$ cat config.mk
export PLATFORM = sky130hd
export DESIGN_NAME = arb2_rr_rtl
export DESIGN_NICKNAME = d
export VERILOG_FILES = /design/src/rtl/arb_pkg.sv /design/src/rtl/Mux2_RTL.sv /design/src/rtl/arb2_rr_rtl.sv
export SDC_FILE = /design/constraint.sdc
export NUM_CORES = 1
export LEC_CHECK = 0
export CAP_MARGIN = 10
export CORE_AREA = 2 2 99 63
export DETAILED_ROUTE_END_ITERATION = 8
export DIE_AREA = 0 0 101 65
export PLACE_DENSITY = 0.75
export SLEW_MARGIN = 20
export SYNTH_ARGS = -nofsm -noshare
export SYNTH_HDL_FRONTEND = slang
export SYNTH_HIERARCHICAL = 1
export SYNTH_SLANG_ARGS = --single-unit
$ cat constraint.sdc
create_clock -name clk -period 1.8 [get_ports clk]
set_input_delay 0.27 -clock clk [delete_from_list [all_inputs] [get_ports clk]]
set_output_delay 0.27 -clock clk [all_outputs]
set_load 0.05 [all_outputs]
$ cat src/rtl/arb_pkg.sv
// Shared types for the two-input round-robin arbiter.
// Buffer state encoding and priority pointer values.
package arb_pkg;

  typedef enum logic {
    ARB_EMPTY,
    ARB_FULL
  } arb_state_t;

  localparam logic ARB_PRIO_IN0 = 1'b0;
  localparam logic ARB_PRIO_IN1 = 1'b1;

endpackage

$ cat src/rtl/Mux2_RTL.sv
// Two-way message multiplexer.
// sel = 0 passes in0, sel = 1 passes in1.
module Mux2_RTL #(
  parameter int p_nbits = 32
) (
  input  logic               sel,
  input  logic [p_nbits-1:0] in0,
  input  logic [p_nbits-1:0] in1,
  output logic [p_nbits-1:0] out
);

  assign out = sel ? in1 : in0;

endmodule

$ cat src/rtl/arb2_rr_rtl.sv
// Round-robin arbiter: two val/rdy requesters into a one-entry
// output buffer, one message per cycle at full throughput.
module arb2_rr_rtl
  import arb_pkg::*;
#(
  parameter int p_nbits = 32
) (
  input  logic               clk,
  input  logic               reset,
  input  logic               in0_val,
  output logic               in0_rdy,
  input  logic [p_nbits-1:0] in0_msg,
  input  logic               in1_val,
  output logic               in1_rdy,
  input  logic [p_nbits-1:0] in1_msg,
  output logic               out_val,
  input  logic               out_rdy,
  output logic [p_nbits-1:0] out_msg,
  output logic               out_src
);

  arb_state_t         state;
  logic               prio;
  logic               can_acc;
  logic               grant0;
  logic               grant1;
  logic               grant;
  logic [p_nbits-1:0] mux_out;

  // reset gates acceptance so rdy stays low while reset is held
  assign can_acc = !reset &&
                   ((state == ARB_EMPTY) || out_rdy);

  assign grant0 = can_acc && in0_val &&
                  (!in1_val || prio == ARB_PRIO_IN0);
  assign grant1 = can_acc && in1_val &&
                  (!in0_val || prio == ARB_PRIO_IN1);
  assign grant  = grant0 || grant1;

  assign in0_rdy = grant0;
  assign in1_rdy = grant1;
  assign out_val = (state == ARB_FULL);

  Mux2_RTL #(
    .p_nbits(p_nbits)
  ) u_mux (
    .sel(grant1),
    .in0(in0_msg),
    .in1(in1_msg),
    .out(mux_out)
  );

  always_ff @(posedge clk or posedge reset) begin
    if (reset) begin
      state   <= ARB_EMPTY;
      prio    <= ARB_PRIO_IN0;
      out_msg <= '0;
      out_src <= 1'b0;
    end else begin
      unique case (state)
        ARB_EMPTY: begin
          if (grant) state <= ARB_FULL;
        end
        ARB_FULL: begin
          if (out_rdy && !grant) state <= ARB_EMPTY;
        end
      endcase
      if (grant) begin
        out_msg <= mux_out;
        out_src <= grant1;
        prio    <= grant0 ? ARB_PRIO_IN1
                          : ARB_PRIO_IN0;
      end
    end
  end

endmodule

==> out/summary.txt, run 1 <==
status: complete, no violations
H-tree levels: 2
Detail Route Antenna Nets: 0
Worst Path Class, Setup: reg2reg
non-filler instance count after layout: 313
Detailed Place HPWL: 3700 µm
synth unique cells: 18
number of placed instances, taps included: 303
DIE WIDTH: 101 µm
Most common cell on crit path: mux2_4
Worst Hold Launch: out_src$_DFFE_PP0P_
first-pass GRT wire length: 7450 µm
latest clock arrival within the worst-skew pair: 0.28 ns
Final nets: 309
Core Region: 5780 µm²
CP Max Fanout: 9
CP max-delay cell: dfrtp_2
DP Area: 3170 µm²
PwrDens: 958 nW/µm²
routed vias: 1,390
Worst setup EP type: flip-flop
sw frac: 38.2%
GPL Wtd Cong: 0.706
worst slew pin tran: 0.524 ns
post-layout util: 57.3%
ANT cells: 0
Reg2Reg Launch Point: out_val$_DFF_PP0_
Gate Count Post-Synth: 121
DR WL/cell: 15.3 µm
Fin. Hold Viols: 0
antenna violations before repair: 0
Initial Util: 33.1%
Worst R2R End: out_msg[20]$_DFFE_PP0P_
count of final max-slew check failures: 0
Final Setup Violations: 0
Via density: 4.44
share of post-route cells with drive strength above 1: 44.8%
largest net degree at the start of global routing: 22
maxcap violations: 0
RSZ-0062 raised after global routing: yes
reg2reg setup slack: 0.02 ns
Mean Syn Cell Area: 15.8 µm²
pre-CTS setup slack: -0.340 ns
global route total overflow: 0
Initial DRT Pass Iterations: 2
VDD IR max: 537 µV
CP top delay family: multiplexers
setup TNS after final layout: 0 ns
Crit path required time: 1.97 ns
slowest stage delay, CP: 0.41 ns
Leak Pwr: 1.47 nW
I/O Buffers: 104
CTS sink count: 35
CTS buffer count: 5
minimum clock period after layout: 1.78 ns
Clk pwr share: 17.2%
Worst Hold Path EP: out_src$_DFFE_PP0P_
mapped cell area: 1920 µm²
Arrival @ worst endpoint: 1.94 ns
relative slew slack: 65.0%
CTS Hold Bufs: 0
Chip Height: 65 µm
post-synthesis sequential area ratio: 45.7%
critical path cell sequence: nor2b_4 -> nor2_2 -> and3_4 -> clkbuf_16 -> mux2_4 -> mux2_4
Hold WS: 0.509 ns
Iter 0 DRT Violations: 20
Worst-path clk slew: 0.07 ns
Tightest Hold Check Type: reg2reg
Layout area overhead: 73.0%
final worst path period share: 98.7%
Yosys Warn Count: 6
# rows: 22
drc violations: 0
Net Switching: 1.21 mW
root buf cell: clkbuf_8
Max Fclk: 563 MHz
GRT Util Overall: 14.9%
Reg power frac: 32.9%
Max Clock Skew: 0.00638 ns
CP Launch Type: flip-flop
Final WS setup: 0.0230 ns
Reg2Reg Depth: 6
worst hold path stage count: 1
Post-Syn Nets: 190
combinational share of power: 49.9%
Ports: 105
number of global-route vias before repair: 1,521
CTS Buffer Depth: 2
cell-internal power: 1.96 mW
PnR Total Power: 3.18 mW
CP bufs+invs: 1
Yosys reg bits: 35
Final Cell Area: 3310 µm²
Final Routed Wirelength: 4800 µm
DIE AREA: 6570 µm²
CTS tree: done
-- repair_timing --
action                     CTS  global route
setup endpoints to repair   26            18
pin swaps                    1             0
buffers inserted             0             1
gates resized for setup      2             6
hold endpoints to repair     0             0
cloned                       0             1
-- flip-flops by register name, indices dropped and copies added, names as in the netlist --
name     flops
prio         1
out_msg     32
out_src      1
out_val      1
-- cells by family (layout without fill, tap and decap cells) --
kind of cell	count (synthesis)	after routing	synth area share (%)
buffers and inverters	8	128	5.68
DFF	35	35	45.7
muxes	64	64	43.5
and+or+nand+nor	9	9	3.46
AOI/OAI and AO/OA	5	5	1.63
-- routing by layer --
layer	routed length, µm	share of wire [%]	global-route usage (%)
met3	405	8.4	5.18
met4	19	0.40	3.55
met1	2360	49	20.7
met2	2020	42	22.3
met5	0	0	0
-- power by group through the flow --
stage               logic, mW  registers (mW)  clock network (mW)
floorplan               0.468            1.61                   0
global placement         1.57            1.06                   0
detailed placement       1.57            1.06                   0
CTS                      1.58            1.05               0.574
global route             1.65            1.07               0.605
finish                   1.58            1.05               0.545
-- layout make-up --
type                    instances  area [µm²]
flip-flops and latches         35         877
well taps                      72        90.1
inverters                       1        3.75
multi-input cells              78        1060
clock inverters                 2        12.5
fillers                       498        2470
repair buffers                119        1200
clock buffers                   6        72.6
-- synthesized netlist by cell type --
master	n	share of area [%]
dfrtp_1	35	46
mux2_2	31	18
mux2_4	30	24
buf_6	4	2.4
buf_12	3	3.1
mux2_1	3	1.8
a21oi_1	2	0.52
nand2b_1	2	0.65
nor2_1	2	0.39
a31oi_1	1	0.33
a32o_1	1	0.52
and3_1	1	0.33
inv_1	1	0.20
nand2_1	1	0.20
nor2b_1	1	0.33
nor2b_4	1	0.72
nor3_4	1	0.85
o21ai_0	1	0.26
-- worst max path at each step --
stage | start | endpoint | slack [ns] | cells past startpoint
floorplan | out_val$_DFF_PP0_ | out_msg[0]$_DFFE_PP0P_ | -0.27 | 7
CTS | out_val$_DFF_PP0_ | in1_rdy | 0.0009 | 5
detailed placement | out_rdy | out_msg[31]$_DFFE_PP0P_ | -0.34 | 7
global placement | out_rdy | out_msg[1]$_DFFE_PP0P_ | -0.28 | 7
global route | out_val$_DFF_PP0_ | in1_rdy | -0.03 | 5
finish | out_val$_DFF_PP0_ | out_msg[20]$_DFFE_PP0P_ | 0.02 | 6
-- layout by cell type (no fill, tap or decap), drive strengths merged --
cell           count
and3               1
nor2               2
clkinvlp           1
dlygate4sd2        1
o21ai              1
mux2              64
a32o               1
nor3               1
clkbuf             7
clkinv             1
inv                1
clkdlybuf4s50     88
buf               29
nand2              1
a21oi              2
nand2b             2
dfrtp             35
a31oi              1
nor2b              2
No activity file was read; power rests on OpenSTA's default activity.
==> run 2, diff against run 1 <==
--- a/config.mk
+++ b/config.mk
@@ -9,6 +9,7 @@
 export CORE_AREA = 2 2 99 63
 export DETAILED_ROUTE_END_ITERATION = 8
 export DIE_AREA = 0 0 101 65
+export GPL_ROUTABILITY_DRIVEN = 0
 export PLACE_DENSITY = 0.75
 export SLEW_MARGIN = 20
 export SYNTH_ARGS = -nofsm -noshare
==> constraint.sdc (replaced) <==
create_clock -name clk -period 1.8 [get_ports clk]
set_input_delay 0.27 -clock clk [delete_from_list [all_inputs] [get_ports clk]]
set_output_delay 0.27 -clock clk [all_outputs]
set_load 0.01 [all_outputs]
==> out/summary.txt, run 2 (same netlist as run 1, synthesis figures left out) <==
DIE WIDTH: 101 µm
Final WS setup: -0.0200 ns
CTS tree: done
worst slew pin tran: 0.336 ns
status: finished with violations
Layout area overhead: 76.6%
Largest Register: out_msg
max FFs per register: 32
number of global-route vias before repair: 1,503
CTS Hold Bufs: 0
Leak Pwr: 1.50 nW
Crit path required time: 1.96 ns
Core Region: 5780 µm²
Fin. Hold Viols: 0
failing checks: setup timing
first-pass GRT wire length: 8190 µm
Max Fclk: 549 MHz
Hold WS: 0.384 ns
Worst setup EP type: flip-flop
root buf cell: clkbuf_8
maxcap violations: 0
Initial Util: 33.1%
PnR Total Power: 2.73 mW
CP Max Fanout: 7
Max Clock Skew: 0.00407 ns
Arrival @ worst endpoint: 1.98 ns
global route total overflow: 0
Iter 0 DRT Violations: 28
Chip Height: 65 µm
CP Launch Type: flip-flop
Worst-path clk slew: 0.07 ns
latest clock arrival within the worst-skew pair: 0.27 ns
final worst path period share: 101%
CTS Buffer Depth: 2
routed vias: 1,418
RSZ-0062 raised after global routing: yes
Detail Route Antenna Nets: 0
CTS sink count: 35
DR WL/cell: 16.3 µm
commonest cells after routing, fill and taps aside: clkdlybuf4s50_1, mux2_4, dfrtp_1
ANT cells: 0
Detailed Place HPWL: 3820 µm
Tightest Hold Check Type: in2async
minimum clock period after layout: 1.82 ns
# rows: 22
largest net degree at the start of global routing: 27
GRT Util Overall: 16.3%
I/O Buffers: 104
count of final max-slew check failures: 0
relative slew slack: 77.6%
Via density: 4.47
Initial DRT Pass Iterations: 4
drc violations: 0
share of post-route cells with drive strength above 1: 39.6%
CTS buffer count: 5
Ports: 105
most common cell after layout, fill and taps aside: clkdlybuf4s50_1
H-tree levels: 2
Final nets: 314
Final Routed Wirelength: 5180 µm
PwrDens: 807 nW/µm²
VDD IR max: 328 µV
DIE AREA: 6570 µm²
antenna violations before repair: 0
Worst Path Class, Setup: reg2reg
Final Setup Violations: 8
## run 2: changes by cell type in the layout (fill, tap and decap cells not counted), sizes merged
cell,before,now
dlygate4sd2,1,2
clkinvlp,1,0
buf,29,19
clkbuf,7,8
clkdlybuf4s50,88,100
clkdlybuf4s15,0,1
## run 2: cell type report
cell class              instances  area [µm²]
well taps                      72        90.1
repair buffers                124        1260
inverters                       1        3.75
clock inverters                 1        5.00
flip-flops and latches         35         876
clock buffers                   6        82.6
fillers                       480        2400
multi-input cells              78        1070
## run 2: final timing paths
check / from / end / slack, ns / cells after the start
max in group asynchronous: reset / out_msg[12]$_DFFE_PP0P_ / 1.08 / 4
min reg2reg: out_msg[31]$_DFFE_PP0P_ / out_msg[31]$_DFFE_PP0P_ / 0.51 / 1
min in group clk: out_msg[31]$_DFFE_PP0P_ / out_msg[31]$_DFFE_PP0P_ / 0.51 / 1
max: out_val$_DFF_PP0_ / out_msg[30]$_DFFE_PP0P_ / -0.02 / 6
min: reset / out_msg[21]$_DFFE_PP0P_ / 0.38 / 4
max reg2reg: out_val$_DFF_PP0_ / out_msg[30]$_DFFE_PP0P_ / -0.02 / 6
## run 2: power breakdown
group / leakage [nW] / internal [mW] / switching [mW] / total [mW]
Clock: 0.0470 / 0.300 / 0.262 / 0.562
Sequential: 0.409 / 0.951 / 0.100 / 1.05
Combinational: 1.04 / 0.775 / 0.343 / 1.12
Total: 1.50 / 2.03 / 0.705 / 2.73
## run 2: per-stage QoR
stage | cells | utilization [%] | TNS (ns) | instance area (µm²) | setup WS (ns)
floorplan | 121 | - | -0.747 | 2040 | -0.0249
global placement | 303 | 55.3 | -9.59 | 3200 | -0.321
detailed placement | 303 | 55.3 | -11.19 | 3200 | -0.385
CTS | 313 | 57.6 | 0 | 3330 | 0.00233
global route | 317 | 58.5 | -0.927 | 3380 | -0.0476
finish | 317 | 58.5 | -0.116 | 3380 | -0.0200
## run 2: worst max-delay path, cell delays in order (launching register included)
cell and delay (ns):
dfrtp_1 0.40, nor2b_4 0.14, nor2_4 0.11, and3_4 0.30, clkbuf_16 0.20, mux2_4 0.29
mux2_4 0.26
## run 2: layer usage
layer / up-vias / GRT usage, % / wire, µm
met5: - / 0 / 0
met4: 0 / 4.05 / 34
met3: 2 / 3.13 / 260
met2: 47 / 27.1 / 2370
met1: 688 / 22.1 / 2510
li1: 681 / - / -
## run 2: what timing repair did
item                                    CTS  global route
buffers inserted                          2             3
cloned                                    1             1
endpoints found under the setup margin   33            28
pin swaps                                 1             2
resized for setup                         7             5
